**config.mk**
```make
export PLATFORM = sky130hd
export DESIGN_NAME = video_stream_tx
export DESIGN_NICKNAME = d
export VERILOG_FILES = /design/src/rtl/video_stream_tx.sv
export SDC_FILE = /design/constraint.sdc
export NUM_CORES = 1
export LEC_CHECK = 0
export ABC_AREA = 1
export CAP_MARGIN = 20
export CORE_MARGIN = 5
export CORE_UTILIZATION = 25
export DETAILED_ROUTE_END_ITERATION = 8
export SYNTH_ARGS = -nofsm -noshare
export SYNTH_HDL_FRONTEND = slang
export SYNTH_SLANG_ARGS = --single-unit
```
**constraint.sdc**
```tcl
create_clock -name clk_sys -period 1.57 [get_ports clk_sys]
set_clock_uncertainty 0.05 [all_clocks]
set_input_delay 0.314 -clock clk_sys [delete_from_list [all_inputs] [get_ports clk_sys]]
set_output_delay 0.314 -clock clk_sys [all_outputs]
set_load 0.02 [all_outputs]
```
**src/rtl/video_stream_tx.sv**
```systemverilog
// Frame-timing transmitter: emits VSYNC/HSYNC/EN plus byte-serial pixel data
// pulled from an upstream valid/ready source. All Tx outputs are registered.
module video_stream_tx #(
    parameter int unsigned H_ACT    = 24,
    parameter int unsigned H_BLANK  = 8,
    parameter int unsigned V_ACT    = 4,
    parameter int unsigned VS_LINES = 1,
    parameter int unsigned V_BP     = 1,
    parameter int unsigned V_FP     = 1
) (
    input  logic       clk_sys,
    input  logic       reset_sys,
    input  logic       tx_en,
    input  logic       src_valid,
    input  logic [7:0] src_data,
    output logic       src_ready,
    output logic       TxVSYNC,
    output logic       TxHSYNC,
    output logic       TxEN,
    output logic [7:0] TxData,
    output logic       busy,
    output logic       frame_done,
    output logic       underrun
);

    localparam int unsigned HTotal = H_ACT + H_BLANK;
    localparam int unsigned ColW   = $clog2(HTotal);
    localparam int unsigned LnMaxA = (VS_LINES > V_BP) ? VS_LINES : V_BP;
    localparam int unsigned LnMaxB = (V_ACT > V_FP) ? V_ACT : V_FP;
    localparam int unsigned LnMax  = (LnMaxA > LnMaxB) ? LnMaxA : LnMaxB;
    localparam int unsigned LnW    = (LnMax > 1) ? $clog2(LnMax) : 1;

    localparam logic [ColW-1:0] ColLast = ColW'(HTotal - 1);
    localparam logic [ColW-1:0] ColAct  = ColW'(H_ACT);

    typedef enum logic [2:0] {StIdle, StVsync, StVbp, StActive, StVfp} state_e;

    state_e          state_q, state_d;
    logic [ColW-1:0] col_q, col_d;
    logic [LnW-1:0]  ln_q, ln_d, ln_last;
    logic            col_end, state_end, win, xfer, frame_end;

    logic            vsync_q, hsync_q, en_q, frame_done_q, underrun_q;
    logic [7:0]      data_q;

    // State register and position counters
    always_ff @(posedge clk_sys or negedge reset_sys) begin
        if (!reset_sys) begin
            state_q <= StIdle;
            col_q   <= '0;
            ln_q    <= '0;
        end else begin
            state_q <= state_d;
            col_q   <= col_d;
            ln_q    <= ln_d;
        end
    end

    // Next-state and counter logic
    always_comb begin
        ln_last = '0;
        case (state_q)
            StVsync:  ln_last = LnW'(VS_LINES - 1);
            StVbp:    ln_last = LnW'(V_BP - 1);
            StActive: ln_last = LnW'(V_ACT - 1);
            StVfp:    ln_last = LnW'(V_FP - 1);
            default:  ln_last = '0;
        endcase

        col_end   = (col_q == ColLast);
        state_end = col_end && (ln_q == ln_last);

        state_d = state_q;
        case (state_q)
            StIdle:   if (tx_en) state_d = StVsync;
            StVsync:  if (state_end) state_d = StVbp;
            StVbp:    if (state_end) state_d = StActive;
            StActive: if (state_end) state_d = StVfp;
            StVfp:    if (state_end) state_d = tx_en ? StVsync : StIdle;
            default:  state_d = StIdle;
        endcase

        col_d = col_q;
        ln_d  = ln_q;
        if (state_q == StIdle) begin
            col_d = '0;
            ln_d  = '0;
        end else if (col_end) begin
            col_d = '0;
            ln_d  = state_end ? '0 : ln_q + LnW'(1);
        end else begin
            col_d = col_q + ColW'(1);
        end
    end

    // Combinational outputs and handshake decode
    always_comb begin
        win       = (state_q == StActive) && (col_q < ColAct);
        xfer      = win && src_valid;
        frame_end = (state_q == StVfp) && state_end;
        src_ready = win;
        busy      = (state_q != StIdle);
    end

    // One-cycle output register keeps all Tx signals mutually aligned
    always_ff @(posedge clk_sys or negedge reset_sys) begin
        if (!reset_sys) begin
            vsync_q      <= 1'b0;
            hsync_q      <= 1'b0;
            en_q         <= 1'b0;
            data_q       <= 8'h00;
            frame_done_q <= 1'b0;
            underrun_q   <= 1'b0;
        end else begin
            vsync_q      <= (state_q == StVsync);
            hsync_q      <= win;
            en_q         <= xfer;
            data_q       <= xfer ? src_data : 8'h00;
            frame_done_q <= frame_end;
            underrun_q   <= underrun_q | (win & ~src_valid);
        end
    end

    assign TxVSYNC    = vsync_q;
    assign TxHSYNC    = hsync_q;
    assign TxEN       = en_q;
    assign TxData     = data_q;
    assign frame_done = frame_done_q;
    assign underrun   = underrun_q;

endmodule

```
Yosys cells after proc, flatten, opt, wreduce, memory -nomap -nowiden
Cells that the tools add are included.
- bitwise operators: 3
- div/mod/pow operators: 0
- muxes and demuxes: 14
- magnitude comparators: 1
- shifts and indexed selects: 0
- add/sub/neg operators: 2
- reduce and logical (&&, ||, !) cells: 8
- equal/unequal tests: 11
- multiply operators: 0
- operators with widths (cell ; count):
    $mux W3 ; 5
    $pmux W3 S5 ; 1
    $mux W5 ; 2
    $ne A2 B2 Y1 const B ; 5
    $mux W2 ; 4
    $mux W8 ; 1
    $eq A3 B2 Y1 const B ; 2
    $add A5 B1 Y5 const B ; 1
    $eq A5 B5 Y1 const B ; 1
    $lt A5 B5 Y1 const B ; 1
    $reduce_and A5 Y1 ; 1
    $logic_and A1 B1 Y1 ; 4
    $eq A3 B1 Y1 const B ; 1
    $eq A3 B3 Y1 const B ; 1
    $logic_not A3 Y1 ; 1
    $reduce_bool A3 Y1 ; 1
    $add A2 B1 Y2 const B ; 1
    $eq A2 B2 Y1 ; 1
    $reduce_bool A2 Y1 ; 1
    $and A1 B1 Y1 ; 1
    $mux W1 ; 1
    $not A1 Y1 ; 1
    $or A1 B1 Y1 ; 1
- memory bits (writable): 0
- output and inout bits: 15
- register bits after elaboration: 23
- memories kept: 0
- memory bits (read-only): 0
- word-level logic and storage cells: 48
- input port bits: 12
- bits in latches: 0

Longest topological paths before layout
- depth in word-level cells: 7
- gate-level depth with buffers: 9

Worst setup path after synthesis
Ideal clock, no wire load.
- kind: register to register
- from: register col_q[0]
- to: register col_q[2]
- library setup time: 0.088 ns
- buffers on the path: 0
- slack: 0.227 ns
- data arrival time: 1.204 ns
- data required time: 1.432 ns
- stages on the path, launching flop included: 8
- clock period less this slack: 1.343 ns
- cells stage by stage: dfrtp_1 ha_1 nand2_1 nor2_1 ha_1 inv_1 nand2_1 nor3b_1
- cells in the longest elaborated chain, start to end: 3
- RTL lines (item ; RTL line ; RTL):
    start, declared ; 39 ; logic [ColW-1:0] col_q, col_d;
    start signal, assigned ; 54 ; col_q <= col_d;
    $add A5 B1 Y5 / $eq A5 B5 Y1 (equally long branches) ; 92, 70 ;
    $mux W5 * ; 88 ; end else if (col_end) begin
    $mux W5 * ; 85 ; if (state_q == StIdle) begin
    via col_d[2] ; 39 ;
Mark *: on every way through the listed nets, which the timed path passes. The rest lies on a longest branch.
A chain may end at the register's enable or synchronous reset.

Final worst setup path
- from: register state_q[0]
- to: output port busy
- cells in the longest elaborated chain, start to end: 1
- RTL lines (item ; RTL line ; RTL):
    start, declared ; 38 ; state_e state_q, state_d;
    start signal, assigned ; 49 ; state_q <= StIdle;
    start signal, assigned ; 53 ; state_q <= state_d;
    $reduce_bool A3 Y1 ; 102 ; busy = (state_q != StIdle);
    end, declared ; 21 ; output logic busy,
Every way passes these cells.

==> flow_summary.toml <==
[run_status]
status = "completed"

[place]
port_buffers = 26
gp_congestion = 0.782
dp_hpwl_um = 1690
place_area_um2 = 1370
dp_slack_ps = -105

[final_layout]
diodes = 0
fillCellCount = 381
final_nets = 163
final_area_um2 = 1450
layout-drive-gt1-share = 0.236
area_growth_pct = 49.5

[timing]
fmax_mhz = 660
setup_viol = 0
setup_tns_ps = 0
hold_viol_final = 0
post-route-period-util = 0.966
layout_min_cycle_time_ps = 1520
rsz0062_at_grt = "yes"
slew_headroom = 0.801
worst_pin_slew_ps = 299
slew_viol_final = 0
fin_ws_ps = 53.9

[critical_path]
cp_top_family = "flip-flops"
cp-end-kind = "output pin"
startpoint_type = "flop"
slowest_stage = "dfrtp_1"
reg2reg_depth = 9
cp_common_cell = "inv_2"
path_cells = "nor2_2, inv_2, nor2_4, inv_2, buf_6"
r2r-end = "state_q[0]"
r2r-start = "col_q[0]"
crit_required_ps = 1210
cp_slowest_stage_delay_ps = 410
path_class = "reg2out"
cp.arrival_ps = 1150
reg2reg_setup_slack_ps = 60
cp.buffers_inverters = 3
cp_max_fo = 3

[synth]
syn-cell-area_um2 = 972
synthCells = 106
ys_seq_elements = 23
yosys_warnings = 0
synthTopCellsByCount = "23 x dfrtp_1, 21 x nand2_1, 19 x inv_1, 16 x nor2_1, 6 x nand3_1"
synth-async-reset-ratio = 1.00
synth_nets = 120
yosysTopAreaCell = "dfrtp_1"
synth.avg_cell_area_um2 = 9.17
synth_cell_types = 19
synthFlopType = "dfrtp_1"
synth_edf_count = 0
ys_top_cells_by_area = "dfrtp_1 59%, nand2_1 8.1%, inv_1 7.3%, nor2_1 6.2%, nand3_1 3.1%"
synth.most_common_cell = "dfrtp_1"
synth_top_area_frac = 0.592
yosysSeqAreaShare = 0.592

[die]
floorplan.initialDensity = 0.262
core_region_area_um2 = 3720
die_y_um = 72.4
pin_count = 27
die_area_um2 = 5240
num_rows = 22
die_w_um = 72.4

[detailed_routing]
wl_um = 2180
first_pass_iters = 4
num_vias = 818
routed_via_density = 4.17
drtIter0Drc = 29
drc = 0
ant_nets = 0
wire_per_inst_um = 11.1

[hold_path]
hold_path.class = "in2async"

[grt]
grt_pass1_vias = 884
overflow = 0
grt.total_usage = 0.0879
antenna_found_initial = 0
grt_max_degree = 24
grt_pass1_wl_um = 3660

[cts]
clkTransAtPathRegs_ps = 90
cts-root-buf = "clkbuf_8"
clk_latency_ps = 260
cts_tree = "built"
cts_buffer_depth = 2
cts.htree.levels = 1
cts.sinks = 23
cts_hold_buf = 0
cts_buffers = 3

[power_and_ir_drop]
ir_drop_v = 0.000673
p_total_uw = 2440
p_leak_uw = 0.000823
power_density_nw_per_um2 = 1680

[run]
cap_violations = 0
==> layer usage <==
layer / global-route usage / wire length, um / vias to the layer above
met1: 0.0950 / 869 / 386
met4: 0.0188 / 0 / 0
li1: - / - / 402
met3: 0.0457 / 237 / 0
met5: 0 / 0 / -
met2: 0.153 / 1070 / 30
==> layout make-up <==
class                   instances  area, um^2  area share
repair buffers                 39         352       0.242
clock inverters                 1        5.00     0.00344
well taps                      48        60.1      0.0413
clock buffers                   3        41.3      0.0284
flip-flops and latches         23         576       0.396
multi-input cells              62         345       0.238
inverters                      20        75.1      0.0516
==> through the flow <==
step	utilization	hold WS, ps	cells
3_3_place_gp	0.369	400	191
4_1_cts	0.375	350	195
3_5_place_dp	0.369	411	191
2_1_floorplan	-	-31.6	106
5_1_grt	0.391	381	196
6_report	0.391	341	196
==> sequential cells by signal (all words and copies together) (netlist names) <==
name and count:
underrun 1, frame_done 1, state_q 3, TxHSYNC 1, TxEN 1, TxVSYNC 1, col_q 5, TxData 8
ln_q 2
==> worst register-to-register path, cell delays in order, from the launching register on <==
cell and delay [ps]:
dfrtp_1 390, ha_2 200, nand2_2 60, nor2_2 100, ha_2 220, nand3_4 110
nand2_4 100, nand2_2 40, nand2_1 50, nand2_1 60
==> power by group <==
| part | switching, uW | total (uW) | internal, uW |
|---|---|---|---|
| logic | 675 | 1240 | 566 |
| clock network | 197 | 374 | 177 |
| registers | 80.6 | 822 | 742 |
==> how the worst max path moves through the flow <==
| stage | start | end | slack [ps] | depth (start not counted) |
|---|---|---|---|---|
| 2_1_floorplan | col_q[0] | col_q[2] | 230 | 7 |
| 3_3_place_gp | state_q[1] | src_ready | -70 | 5 |
| 3_5_place_dp | state_q[1] | src_ready | -110 | 5 |
| 4_1_cts | state_q[1] | busy | 0.3 | 5 |
| 5_1_grt | col_q[0] | state_q[0] | -50 | 9 |
| 6_report | state_q[0] | busy | 50 | 5 |
==> what timing repair did <==
item	4_1_cts	5_1_grt
setup endpoints to repair	12	8
pin swaps	1	8
setup buffers	0	1
resized for setup	18	18
endpoints found under the hold margin	0	0
==> layout by cell type (no fill, tap or decap), drive strengths merged <==
| cell | synthesis | layout |
|---|---|---|
| nand2 | 24 | 24 |
| dfrtp | 23 | 23 |
| inv | 20 | 20 |
| nor2 | 19 | 19 |
| buf | 1 | 15 |
| clkdlybuf4s50 | 0 | 11 |
| dlygate4sd2 | 0 | 10 |
| nand3 | 7 | 7 |
| clkbuf | 0 | 3 |
| dlymetal6s2s | 0 | 3 |
| a21oi | 2 | 2 |
| ha | 2 | 2 |
| nor3b | 2 | 2 |
| o21ai | 2 | 2 |
| xor2 | 1 | 1 |
| o21bai | 1 | 1 |
| o22ai | 1 | 1 |
| nand4 | 1 | 1 |
| clkinv | 0 | 1 |
==> kinds of logic (layout without fill, tap and decap cells) <==
kind of cell | after synthesis | count (layout) | share of synthesized area
flops | 23 | 23 | 0.592
buf+inv | 21 | 63 | 0.0888
xor+xnor | 1 | 1 | 0.00901
fa+ha+maj | 2 | 2 | 0.0257
simple gates | 53 | 53 | 0.250
compound gates | 6 | 6 | 0.0348
No activity file was read; power rests on OpenSTA's default activity.
